===== config.mk =====
export PLATFORM = sky130hd
export DESIGN_NAME = snake_dir_ctrl
export DESIGN_NICKNAME = d
export VERILOG_FILES = /design/src/rtl/snake_pkg.sv /design/src/rtl/snake_tick_gen.sv /design/src/rtl/snake_dir_ctrl.sv
export SDC_FILE = /design/constraint.sdc
export NUM_CORES = 1
export LEC_CHECK = 0
export CAP_MARGIN = 15
export CORE_ASPECT_RATIO = 0.7
export CORE_MARGIN = 5
export CORE_UTILIZATION = 52
export DETAILED_ROUTE_END_ITERATION = 12
export PLACE_DENSITY = 0.75
export SYNTH_ARGS = -nofsm -noshare
export SYNTH_HDL_FRONTEND = slang
export SYNTH_SLANG_ARGS = --single-unit

===== constraint.sdc =====
create_clock -name clk -period 4 [get_ports clk]
set_input_delay 0.4 -clock clk [delete_from_list [all_inputs] [get_ports clk]]
set_output_delay 0.4 -clock clk [all_outputs]
set_load 0.02 [all_outputs]

===== src/rtl/snake_pkg.sv =====
// Shared types for the snake direction controller: heading encoding and FSM states.
package snake_pkg;

    typedef enum logic [1:0] {
        DIR_UP    = 2'd0,
        DIR_RIGHT = 2'd1,
        DIR_DOWN  = 2'd2,
        DIR_LEFT  = 2'd3
    } dir_t;

    typedef enum logic [1:0] {
        S_IDLE,
        S_RUN,
        S_PAUSE,
        S_DEAD
    } ctrl_state_t;

    // Flipping the high bit maps UP<->DOWN and RIGHT<->LEFT.
    function automatic dir_t opposite(input dir_t d);
        return dir_t'(d ^ 2'b10);
    endfunction

endpackage


===== src/rtl/snake_tick_gen.sv =====
// Movement-rate divider: counts enabled cycles and flags the wrap at TICK_DIV-1.
module snake_tick_gen #(
    parameter int TICK_DIV = 12_500_000
) (
    input  logic clk,
    input  logic reset,
    input  logic en,
    input  logic clr,
    output logic tick
);
    localparam int CW = (TICK_DIV > 2) ? $clog2(TICK_DIV) : 1;
    localparam logic [CW-1:0] LAST = CW'(TICK_DIV - 1);

    logic [CW-1:0] cnt;

    // Combinational so the registered step lands exactly TICK_DIV cycles after start.
    assign tick = en && !clr && (cnt == LAST);

    always_ff @(posedge clk) begin
        if (reset || clr)
            cnt <= '0;
        else if (en)
            cnt <= tick ? '0 : cnt + 1'b1;
    end

endmodule


===== src/rtl/snake_dir_ctrl.sv =====
// Snake heading controller: run/pause/dead FSM, 2-deep turn queue with
// reversal filtering, and the periodic movement strobe.
module snake_dir_ctrl
    import snake_pkg::*;
#(
    parameter int   TICK_DIV = 12_500_000,
    parameter dir_t INIT_DIR = DIR_RIGHT
) (
    input  logic       clk,
    input  logic       reset,
    input  logic       start_p,
    input  logic       pause_p,
    input  logic       up_p,
    input  logic       down_p,
    input  logic       left_p,
    input  logic       right_p,
    input  logic       game_over,
    output logic       step,
    output dir_t       heading,
    output logic       running
);
    ctrl_state_t state, state_nx;
    dir_t        q [2];
    logic [1:0]  qcnt;

    logic        tick, do_step, pop, push, press_v, new_game;
    logic [1:0]  cnt_after;
    dir_t        head_nx, ref_dir, press_dir;

    snake_tick_gen #(.TICK_DIV(TICK_DIV)) u_tick (
        .clk   (clk),
        .reset (reset),
        .en    (state == S_RUN),
        .clr   (state == S_IDLE || state == S_DEAD),
        .tick  (tick)
    );

    always_comb begin
        state_nx = state;
        new_game = 1'b0;
        if (game_over)
            state_nx = S_DEAD;
        else begin
            case (state)
                S_IDLE, S_DEAD: if (start_p) begin
                    state_nx = S_RUN;
                    new_game = 1'b1;
                end
                S_RUN:   if (pause_p) state_nx = S_PAUSE;
                S_PAUSE: if (pause_p) state_nx = S_RUN;
                default: state_nx = state;
            endcase
        end
    end

    always_comb begin
        do_step   = tick && !game_over;
        pop       = do_step && (qcnt != 2'd0);
        head_nx   = pop ? q[0] : heading;
        cnt_after = qcnt - 2'(pop);
        // Tail survives a pop only when the queue held two entries, so q[1] is still the tail.
        ref_dir   = (cnt_after != 2'd0) ? ((qcnt == 2'd2) ? q[1] : q[0]) : head_nx;

        press_v   = up_p || down_p || left_p || right_p;
        if (up_p)        press_dir = DIR_UP;
        else if (down_p) press_dir = DIR_DOWN;
        else if (left_p) press_dir = DIR_LEFT;
        else             press_dir = DIR_RIGHT;

        push = (state == S_RUN) && !game_over && press_v &&
               (press_dir != ref_dir) && (press_dir != opposite(ref_dir)) &&
               (cnt_after != 2'd2);
    end

    always_ff @(posedge clk) begin
        if (reset) begin
            state   <= S_IDLE;
            heading <= INIT_DIR;
            step    <= 1'b0;
            running <= 1'b0;
            qcnt    <= 2'd0;
            q[0]    <= INIT_DIR;
            q[1]    <= INIT_DIR;
        end else begin
            state   <= state_nx;
            running <= (state_nx == S_RUN);
            step    <= do_step;
            if (game_over) begin
                qcnt <= 2'd0;
            end else if (new_game) begin
                heading <= INIT_DIR;
                qcnt    <= 2'd0;
            end else begin
                heading <= head_nx;
                if (pop)
                    q[0] <= q[1];
                // Later assignment wins, so a push into the slot just vacated by the pop lands correctly.
                if (push)
                    q[cnt_after[0]] <= press_dir;
                qcnt <= cnt_after + 2'(push);
            end
        end
    end

endmodule


==> impl_results.md <==
- PwrDens: around 320 nW/um2
- Post-DP HPWL: 3060 um
- Worst path max stage delay: ~600 ps
- Vias per cell: around 5.5
- Leakage: 0.783 nW
- Hold Violations, Final: 0
- CP Capture Type: register
- Ys async rst share: 0%
- Seq/Total Area, Yosys: roughly two fifths
- RR Startpoint: state[0]
- CP cell instances: ha_1 > nor3b_2 > nand4_2 > or4_4 > inv_1 > ha_1 > xor2_1 > or2_2 > a31oi_1 > a21oi_2 > xnor2_1 > a211oi_1 > ha_1 > and3_1
- Final setup fails: 0
- Top FF cell, synth: dfxtp_1
- Final WL: 3980 um
- Setup TNS: 0 ps
- Antenna-violating nets left: 0
- R2R cell count: 14
- Die H: roughly 60 um
- Detailed Route Iter0 Violations: 150
- # nets final: 249
- Unique masters post-synth: 51
- Status: complete, no violations
- CP bufs+invs: 1
- Root buf cell: clkbuf_8
- Pin count of the biggest net entering global routing: 25
- Hold Crit Depth: 2
- Core Footprint: around 3600 um2
- GRT overflow: 0
- Critical Path Slowest Stage Cell: or4_4
- Crit Path Max Fanout: 6
- CP dominant cell by count: ha_1
- Fill count: 335
- Total of max-cap violations: 0
- H-tree levels: 2
- Setup bufs post-CTS: 0
- Synthesis-stage register bit count: 36
- Mapped Cells: 220
- CTS tree: done
- Area share of the largest cell type after synthesis: 33.1%
- First-pass iteration count of the detailed router: 4
- Startpoint Class: register
- Synth area leader: dfxtp_1
- Clock Sinks: 36
- Reg clk slew, reported paths: 70 ps
- GPL Wtd Cong: 0.878
- Mapped Nets: between 200 and 250
- Slew Viols, Final: 0
- Yosys warns: 0
- Mean Syn Cell Area: 8.81 um2
- Vias in the first global route: 1,406
- Hold buffers post-CTS: 0
- Skew final: 6.68 ps
- Crit path max-delay family: simple AND/OR/NAND/NOR gates
- Achievable frequency: 276 MHz
- Number of inserted diodes: 0
- DR DRC count: 0
- Post-Syn Area: 1940 um2
- Tightest Pin Transition: roughly 780 ps
- GRT Util Overall: 17.0%
- Setup slack at placement: 247 ps
- Worst setup margin: 383 ps
- Worst r2r dst: qcnt[0]
- Multi-input logic area: 1120 um2
- Worst VDD drop: 0.263 mV
- Commonest non-fill, non-tap cell in the layout: nor2_1
- Via Count: 1,577
- Die X: 83.0 um
- I/O Pins: 13
- Crit path kind: reg -> reg
- Clock latency on the worst-skew pair: about 290 ps
- Starting Density: 54.5%
- Most frequent cells in the layout: nor2_1, dfxtp_1, nand2_1
- Clock period minus final worst setup slack: 3620 ps
- Fin cells: 285
- First-pass GRT wire length: 6710 um
- Ratio of cells with drive above 1 in the final layout: 8.51%
- Max Buffers Root-to-Sink: 2
- Post-cts resize count: 0
- Hold EP: heading[1]
- CP required: roughly 4200 ps
- RSZ-0062 raised after global routing: false
- Post-layout util: 61.7%
- Cts bufs inserted: 5
- Top post-synthesis cells by area: dfxtp_1, xor2_1, nor2_1
- Worst Hold Class: reg -> reg
- Sequential Area: 761 um2
- Die footprint: 5070 um2
- Final period utilization: 90.4%
- Max-slew headroom: 47.6%
- Start point of the worst hold path: q[0][1]
- Rows: 18
- Crit path DAT: 3800 ps
- DR WL/cell: 14.0 um
- FF-to-FF setup slack: between 300 and 400 ps
- Port buffer count: 12
- Post-synth EDFFs: 4
- Layout area overhead: 13.4%
- Initial antenna violation count: 0
- Placed insts: 277
==> synth_stat cells (3+ instances only) <==
| library cell | number |
|---|---|
| xor2_1 | 17 |
| a21oi_1 | 3 |
| xnor2_1 | 9 |
| nor3_1 | 3 |
| inv_1 | 10 |
| nor2b_1 | 3 |
| ha_1 | 6 |
| clkbuf_1 | 5 |
| nand2_1 | 18 |
| nand4_1 | 10 |
| dfxtp_1 | 32 |
| nor2_1 | 37 |
| o21ai_0 | 4 |
| nand3_1 | 9 |
| mux2i_1 | 3 |
| edfxtp_1 | 4 |
==> layout make-up <==
type	instances	area share (%)
clock buffer	6	3.76
inverter	10	1.71
timing repair buffer	13	5.81
tap	50	2.85
multi-input combinational	168	50.8
sequential	36	34.6
clock inverter	2	0.456
==> flip-flops by register name (all words and copies together) (netlist names) <==
signal / cells
heading: 2
u_tick.cnt: 24
state: 2
step: 1
qcnt: 2
running: 1
q: 4
==> cells by family (layout without fill, tap and decap cells) <==
kind of cell | Yosys count | count (layout) | share of synthesized area (%)
flip-flops | 36 | 36 | 39.3
multiplexers | 3 | 3 | 1.55
XOR/XNOR | 26 | 26 | 11.7
adder cells (fa/ha/maj) | 6 | 6 | 3.87
AO/OA/AOI/OAI | 29 | 29 | 11.2
AND/OR/NAND/NOR | 104 | 104 | 29.2
buffers and inverters | 16 | 31 | 3.16
==> stage by stage <==
stage	power, W	instance area [um2]	hold WS, ps
2_1_floorplan	0.000424	1940	449
3_3_place_gp	0.000448	2100	458
3_5_place_dp	0.000448	2100	474
4_1_cts	0.000710	2200	491
5_1_grt	0.000736	2200	535
6_report	0.000700	2200	485
==> how the worst max path moves through the flow <==
| stage | endpoint | start | cells after the start |
|---|---|---|---|
| 2_1_floorplan | qcnt[0] | u_tick.cnt[0] | 14 |
| 3_3_place_gp | qcnt[0] | game_over | 14 |
| 3_5_place_dp | qcnt[0] | game_over | 14 |
| 4_1_cts | qcnt[0] | state[0] | 14 |
| 5_1_grt | qcnt[0] | u_tick.cnt[0] | 14 |
| 6_report | qcnt[0] | state[0] | 14 |
==> worst reg2reg max path, delay by kind of cell (launching register included) <==
| family | cells | cell delay, ps |
|---|---|---|
| and+or+nand+nor | 5 | 1360 |
| adders and majority gates | 3 | 630 |
| AOI/OAI and AO/OA | 3 | 620 |
| xor gates and xnor gates | 2 | 410 |
| DFF | 1 | 400 |
| buffers and inverters | 1 | 80 |
==> power by group <==
part	internal, W	switching, W
registers	0.000369	0.00000393
logic	0.0000274	0.0000395
clock network	0.000137	0.000123
==> routing by layer <==
metal	global-route usage, %	vias to the layer above	wire length, um	part of all wire [%]
li1	-	803	-	-
met1	25.7	735	2100	53
met2	23.3	34	1600	40
met3	4.28	5	242	6.1
met4	5.59	0	40	1.0
met5	0	-	0	0
(Power assumes the default switching activity.)
